<file path="src/rtl/ascon_sigma_seq.sv">
`default_nettype none
// ascon_sigma_seq: state-level Ascon sigma diffusion, one 64-bit lane per cycle.
// Optional completed-transfer counter enabled by ASCON_SIGMA_SEQ_CNT_EN.
module ascon_sigma_seq (
  input  logic         g_clk,
  input  logic         g_rst,
  input  logic         in_valid,
  output logic         in_ready,
  input  logic [319:0] in_state,
  output logic         out_valid,
  input  logic         out_ready,
  output logic [319:0] out_state
`ifdef ASCON_SIGMA_SEQ_CNT_EN
  ,
  output logic [15:0]  done_cnt
`endif
);

  typedef enum logic [1:0] {
    IDLE = 2'd0,
    RUN  = 2'd1,
    DONE = 2'd2
  } state_t;

  state_t        state, state_next;
  logic [2:0]    lane, lane_next;
  logic [319:0]  st, st_next;

  // Rotate through a doubled copy so the full 6-bit amount is honoured.
  function automatic logic [63:0] ror64(input logic [63:0] x, input logic [5:0] r);
    logic [127:0] d;
    d = {x, x} >> r;
    return d[63:0];
  endfunction

  function automatic logic [63:0] sigma_lane(input logic [63:0] x,
                                             input logic [5:0]  r0,
                                             input logic [5:0]  r1);
    return x ^ ror64(x, r0) ^ ror64(x, r1);
  endfunction

  always_ff @(posedge g_clk) begin
    if (g_rst) begin
      state <= IDLE;
      lane  <= 3'd0;
      st    <= '0;
    end else begin
      state <= state_next;
      lane  <= lane_next;
      st    <= st_next;
    end
  end

  always_comb begin
    state_next = state;
    lane_next  = lane;
    st_next    = st;
    case (state)
      IDLE: begin
        if (in_valid) begin
          st_next    = in_state;
          lane_next  = 3'd0;
          state_next = RUN;
        end
      end
      RUN: begin
        case (lane)
          3'd0: st_next[ 63:  0] = sigma_lane(st[ 63:  0], 6'd19, 6'd28);
          3'd1: st_next[127: 64] = sigma_lane(st[127: 64], 6'd61, 6'd39);
          3'd2: st_next[191:128] = sigma_lane(st[191:128], 6'd1,  6'd6);
          3'd3: st_next[255:192] = sigma_lane(st[255:192], 6'd10, 6'd17);
          3'd4: st_next[319:256] = sigma_lane(st[319:256], 6'd7,  6'd41);
          default: st_next = st;
        endcase
        if (lane == 3'd4) begin
          lane_next  = 3'd0;
          state_next = DONE;
        end else begin
          lane_next = lane + 3'd1;
        end
      end
      DONE: begin
        if (out_ready) state_next = IDLE;
      end
      default: state_next = IDLE;
    endcase
  end

  assign in_ready  = (state == IDLE);
  assign out_valid = (state == DONE);
  assign out_state = st;

`ifdef ASCON_SIGMA_SEQ_CNT_EN
  always_ff @(posedge g_clk) begin
    if (g_rst)                       done_cnt <= 16'd0;
    else if (out_valid && out_ready) done_cnt <= done_cnt + 16'd1;
  end
`endif

endmodule
`default_nettype wire

</file>
<file path="config.mk">
export PLATFORM = sky130hd
export DESIGN_NAME = ascon_sigma_seq
export DESIGN_NICKNAME = d
export VERILOG_FILES = /design/src/rtl/ascon_sigma_seq.sv
export SDC_FILE = /design/constraint.sdc
export NUM_CORES = 1
export LEC_CHECK = 0
export CAP_MARGIN = 25
export CELL_PAD_IN_SITES_DETAIL_PLACEMENT = 0
export CELL_PAD_IN_SITES_GLOBAL_PLACEMENT = 1
export CORE_ASPECT_RATIO = 0.7
export CORE_MARGIN = 5
export CORE_UTILIZATION = 33
export DETAILED_ROUTE_END_ITERATION = 8
export GPL_TIMING_DRIVEN = 0
export PLACE_DENSITY = 0.83
export SLEW_MARGIN = 20
export SYNTH_ARGS = -nofsm -noshare
export SYNTH_HDL_FRONTEND = slang
export SYNTH_SLANG_ARGS = --single-unit
</file>
<file path="constraint.sdc">
create_clock -name g_clk -period 1.7 [get_ports g_clk]
set_input_delay 0.34 -clock g_clk [delete_from_list [all_inputs] [get_ports g_clk]]
set_output_delay 0.34 -clock g_clk [all_outputs]
set_load 0.01 [all_outputs]
</file>
Word level (Yosys, flattened, before mapping)
Cells that the tools add are included.
Cells by class
  bitwise operators: 10
  reduce and logical (&&, ||, !) cells: 10
  equality and inequality tests: 13
  $add $sub $neg: 1
  muxes and demuxes: 14
Operators by type and width (number)
  320-bit case mux with 2 select lines: 1
  64-bit XOR: 10
  320-bit 2-to-1 mux: 1
  64-bit 2-to-1 mux: 5
  3-bit AND reduction: 6
  2-bit by 1-bit != test with 1-bit output, second input constant: 5
  3-bit by 2-bit equality test with 1-bit output, second input constant: 2
  2-bit 2-to-1 mux: 3
  3-bit 2-to-1 mux: 2
  2-bit case mux with 3 select lines: 1
  3-bit case mux with 2 select lines: 1
  2-bit != test, second input constant: 2
  3-bit by 1-bit adder with 3-bit output, second input constant: 1
  3-bit by 1-bit equality test with 1-bit output, second input constant: 1
  3-bit equality test, second input constant: 1
  3-bit logical NOT: 1
  2-bit by 1-bit equality test with 1-bit output, second input constant: 1
  2-bit equality test, second input constant: 1
  2-bit logical NOT: 1
  2-bit AND reduction: 1
  2-bit nonzero test: 1
Word-level totals
  bits of input ports: 324
  output and inout bits: 322
  logic and storage cells: 55
  register bits after elaboration: 325

Logic depth before layout (Yosys ltp)
  depth in word-level cells: 4
  mapped depth: 8
  gate-level depth less buffers: 5

Worst setup path after synthesis
No wires, ideal clock.
  path kind: reg-to-reg
  from: reg lane[0]
  to: reg st[166], in the netlist out_state[166]
  arrival: 1501 ps
  setup time: 117 ps
  clock period less this slack: 1618 ps
  data required time: 1583 ps
  path buffers: 2
  path slack: 82 ps
  stages on the path, launching flop included: 8
  cell sequence: dfxtp_1 inv_1 ha_1 and4bb_2 o21ai_1 buf_2 buf_4 o2bb2ai_1
On the way
  word-level cells in the longest chain between the ends: 3
Ends and longest elaborated chain
  start, declared: RTL line 26  | logic [2:0] lane, lane_next;
  start signal, assigned: RTL line 49  | lane <= lane_next;
  3-bit by 2-bit equality test with 1-bit output: RTL line 67  | case (lane)
  2-bit by 1-bit != test with 1-bit output (no line)
  3-bit AND reduction (no line)
  end signal, assigned: RTL line 50  | st <= st_next;
  end, declared: RTL line 27  | logic [319:0] st, st_next;
No other way between the ends.
A chain may end at the register's enable or synchronous reset.

Worst setup path in the final report
  from: reg state[1]
  to: out in_ready
On the way
  word-level cells in the longest chain between the ends: 1
Ends and longest elaborated chain
  start, declared: RTL line 25  | state_t state, state_next;
  start signal, assigned: RTL line 48  | state <= state_next;
  2-bit logical NOT: RTL line 89  | assign in_ready = (state == IDLE);
  end, declared: RTL line 8  | output logic in_ready,
No other way between the ends.

==> impl_metrics.env <==
export IMPL_placement_io_buffers=645
export IMPL_die_area_um2=73900
export IMPL_slew_headroom_pct=56.3
export IMPL_ys_ff_latch=325
export IMPL_yosys_area_share_simple_pct=18.2
export IMPL_p_sw_mw=9.28
export IMPL_hold_path_class="input pin to flip-flop"
export IMPL_power_density_nw_per_um2=810
export IMPL_syn_nets=2807
export IMPL_finalHoldViolCount=0
export IMPL_ys_top_cells_by_area="dfxtp_1, xor3_1, o2bb2ai_1, xor2_1, a22oi_1"
export IMPL_drc_errors=0
export IMPL_internal_power_mw=17.6
export IMPL_vias_per_cell=6.07
export IMPL_area_growth_pct=47.0
export IMPL_synth_cell_types=45
export IMPL_coreArea_um2=68100
export IMPL_switching_share_pct=34.5
export IMPL_initial_utilization_pct=33.2
export IMPL_drive_above_1_share_pct=23.4
export IMPL_hpwl_um=93500
export IMPL_yosys_warnings=0
export IMPL_min_period_ps=1970
export IMPL_cp_end_kind="primary output"
export IMPL_crit_arrival_ps=1630
export IMPL_ctsLongestPathBuffers=3
export IMPL_routed_wl_um=123000
export IMPL_netlist_instances=2478
export IMPL_p_comb_share_pct=31.6
export IMPL_gp_congestion=0.955
export IMPL_die_h_um=229
export IMPL_synthMuxAreaShare_pct=0.0443
export IMPL_violations="negative setup slack"
export IMPL_synth_most_common_cell="dfxtp_1"
export IMPL_drv_slew=0
export IMPL_postPlaceCellArea_um2=30200
export IMPL_syn_cell_area_um2=22600
export IMPL_yosys_area_top_type_share_pct=28.8
export IMPL_synthXorXnorAreaFrac_pct=17.6
export IMPL_seqPwrFrac_pct=36.8
export IMPL_ys_seq_area_share_pct=28.8
export IMPL_syn_area_per_cell_um2=9.12
export IMPL_clock_tree_root_cell="clkbuf_16"
export IMPL_grt_max_degree=13
export IMPL_fin_area_um2=33200
export IMPL_skew_ps=15.8
export IMPL_synth_fa_ha_area_share_pct=0.277
export IMPL_synth_edf_count=0
export IMPL_hold_buffers=0
export IMPL_grt_pass1_wl_um=173000
export IMPL_cts_tree="yes"
export IMPL_globalRoute_totalOverflow=0
export IMPL_fmax_ghz=0.509
export IMPL_synth_top_family_by_area="compound AO/OA/AOI/OAI gates"
export IMPL_antenna_found_initial=21
export IMPL_grtUsageMet3_pct=8.23
export IMPL_async_reset_ff_share_pct=0
export IMPL_clkLatencyLatePin_ps=570
export IMPL_criticalPathCategory="flip-flop to primary output"
export IMPL_ios=646
export IMPL_worstPathRequired_ps=1360
export IMPL_wl_per_cell_um=29.6
export IMPL_final_nets=3538
export IMPL_ff2ff_path_depth=9
export IMPL_setup_ws_ps=-265
export IMPL_grt_usage_pct=31.2
export IMPL_placedCellCount=4025
export IMPL_crit_fanout=6
export IMPL_cts_clk_slew_worst_paths_ps=70
export IMPL_grt_pass1_vias=23688
export IMPL_cts_buffers=39
export IMPL_yosysTopAreaCell="dfxtp_1"
export IMPL_vias=25210
export IMPL_clock_sinks=325
export IMPL_dr_pass1_iters=6
export IMPL_final_cells=4152
export IMPL_cp_start_kind="flip-flop"
export IMPL_dp_slack_ps=-1840
export IMPL_fin_util_pct=48.8
export IMPL_rsz0062_at_grt="true"
export IMPL_holdWs_ps=350
export IMPL_irDropWorstVdd_v=0.000539
export IMPL_use_met2_pct=45.9
export IMPL_power_frac_clock_pct=31.7
export IMPL_maxCapViolCount=0
export IMPL_rows=80
export IMPL_htree_levels=2
export IMPL_fp_dieW_um=323
export IMPL_drtIter0Drc=3150
export IMPL_setup_violations=305
export IMPL_synthFlopType="dfxtp_1"
export IMPL_hold_depth=3
export IMPL_p_leak_nw=13.8
export IMPL_ant_nets=0
export IMPL_fin_crit_sh_pct=116
export IMPL_synth_common_cells="dfxtp_1, nor2b_1, a22oi_1"
export IMPL_synth_compound_area_share_pct=28.3
export IMPL_worstMarginPinSlew_ps=655
export IMPL_grt_busiest_layer="met2"
export IMPL_use_met1_pct=45.3
export IMPL_outcome="complete, but fails checks"
layout by cell type (no fill, tap or decap), drive strengths merged, types with 16 or more instances in the layout:
| cell type | instances |
|---|---|
| buf | 198 |
| nand2 | 152 |
| o22ai | 185 |
| nor3b | 186 |
| diode | 16 |
| o2bb2ai | 185 |
| nor3 | 71 |
| clkbuf | 177 |
| a22oi | 186 |
| inv | 68 |
| a211oi | 64 |
| xor3 | 78 |
| xor2 | 185 |
| xnor2 | 57 |
| clkdlybuf4s50 | 322 |
| nor2b | 187 |
| dlygate4sd2 | 283 |
| a311oi | 72 |
| a2bb2oi | 57 |
| or3b | 58 |
| o32ai | 57 |
| dfxtp | 325 |
| clkdlybuf4s15 | 36 |
what timing repair did:
item                                   4_1_cts  5_1_grt
gates resized for setup                   1030      106
gates cloned                                 4        5
endpoints found under the hold margin        0        0
pin swaps                                   27       44
setup endpoints to repair                  647      335
buffers inserted                            37        8
logic make-up after synthesis:
kind of cell / after synthesis
compound gates: 821
buf+inv: 336
simple gates: 670
mux: 1
flops: 325
fa+ha+maj: 5
xor+xnor: 320
path summary, 6_finish.rpt:
kind                        from        endpoint  slack [ps]
setup / recovery        state[1]        in_ready        -270
hold / removal      in_state[82]   out_state[82]         350
setup reg to reg        state[1]  out_state[263]        -190
hold reg to reg   out_state[249]  out_state[249]         520
power by group through the flow:
stage	combinational [mW]	sequential (mW)	clock (mW)
after global placement	8.28	9.89	0
after floorplan	4.56	9.55	0
after global routing	9.01	9.93	8.84
final	8.50	9.89	8.52
after CTS	8.26	9.80	8.60
after detailed placement	8.32	9.88	0
flip-flops by register name (all words and copies together), names as in the netlist:
register and count:
out_state 320, lane 3, state 2
through the flow:
| step | TNS [ps] | power (mW) |
|---|---|---|
| 2_1_floorplan | 0 | 14.1 |
| 3_3_place_gp | -400540 | 18.2 |
| 3_5_place_dp | -397550 | 18.2 |
| 4_1_cts | -14660 | 26.7 |
| 5_1_grt | -42620 | 27.8 |
| 6_report | -24840 | 26.9 |
area by class of cell:
type                       instances  area (µm²)
inverter                          69         263
clock buffer                      59        1190
tap                              902        1130
multi-input combinational       1817       14900
sequential                       325        7050
clock inverter                     7        35.0
timing repair buffer             696        6690
antenna                           16        40.0
fill                            6546       34800
buffer                           261        1970
worst max-delay path, stage by stage, from the launching register on:
cell,delay [ps]
dfxtp_4,360
buf_8,130
buf_12,130
buf_12,120
buf_8,110
nor2_4,100
buf_6,110
routing by layer:
metal | vias to the layer above | part of all wire (%)
met5 | - | 0.045
met4 | 8 | 2.6
met3 | 217 | 11
met2 | 1633 | 43
met1 | 12421 | 44
li1 | 10931 | -
(Power assumes the default switching activity.)
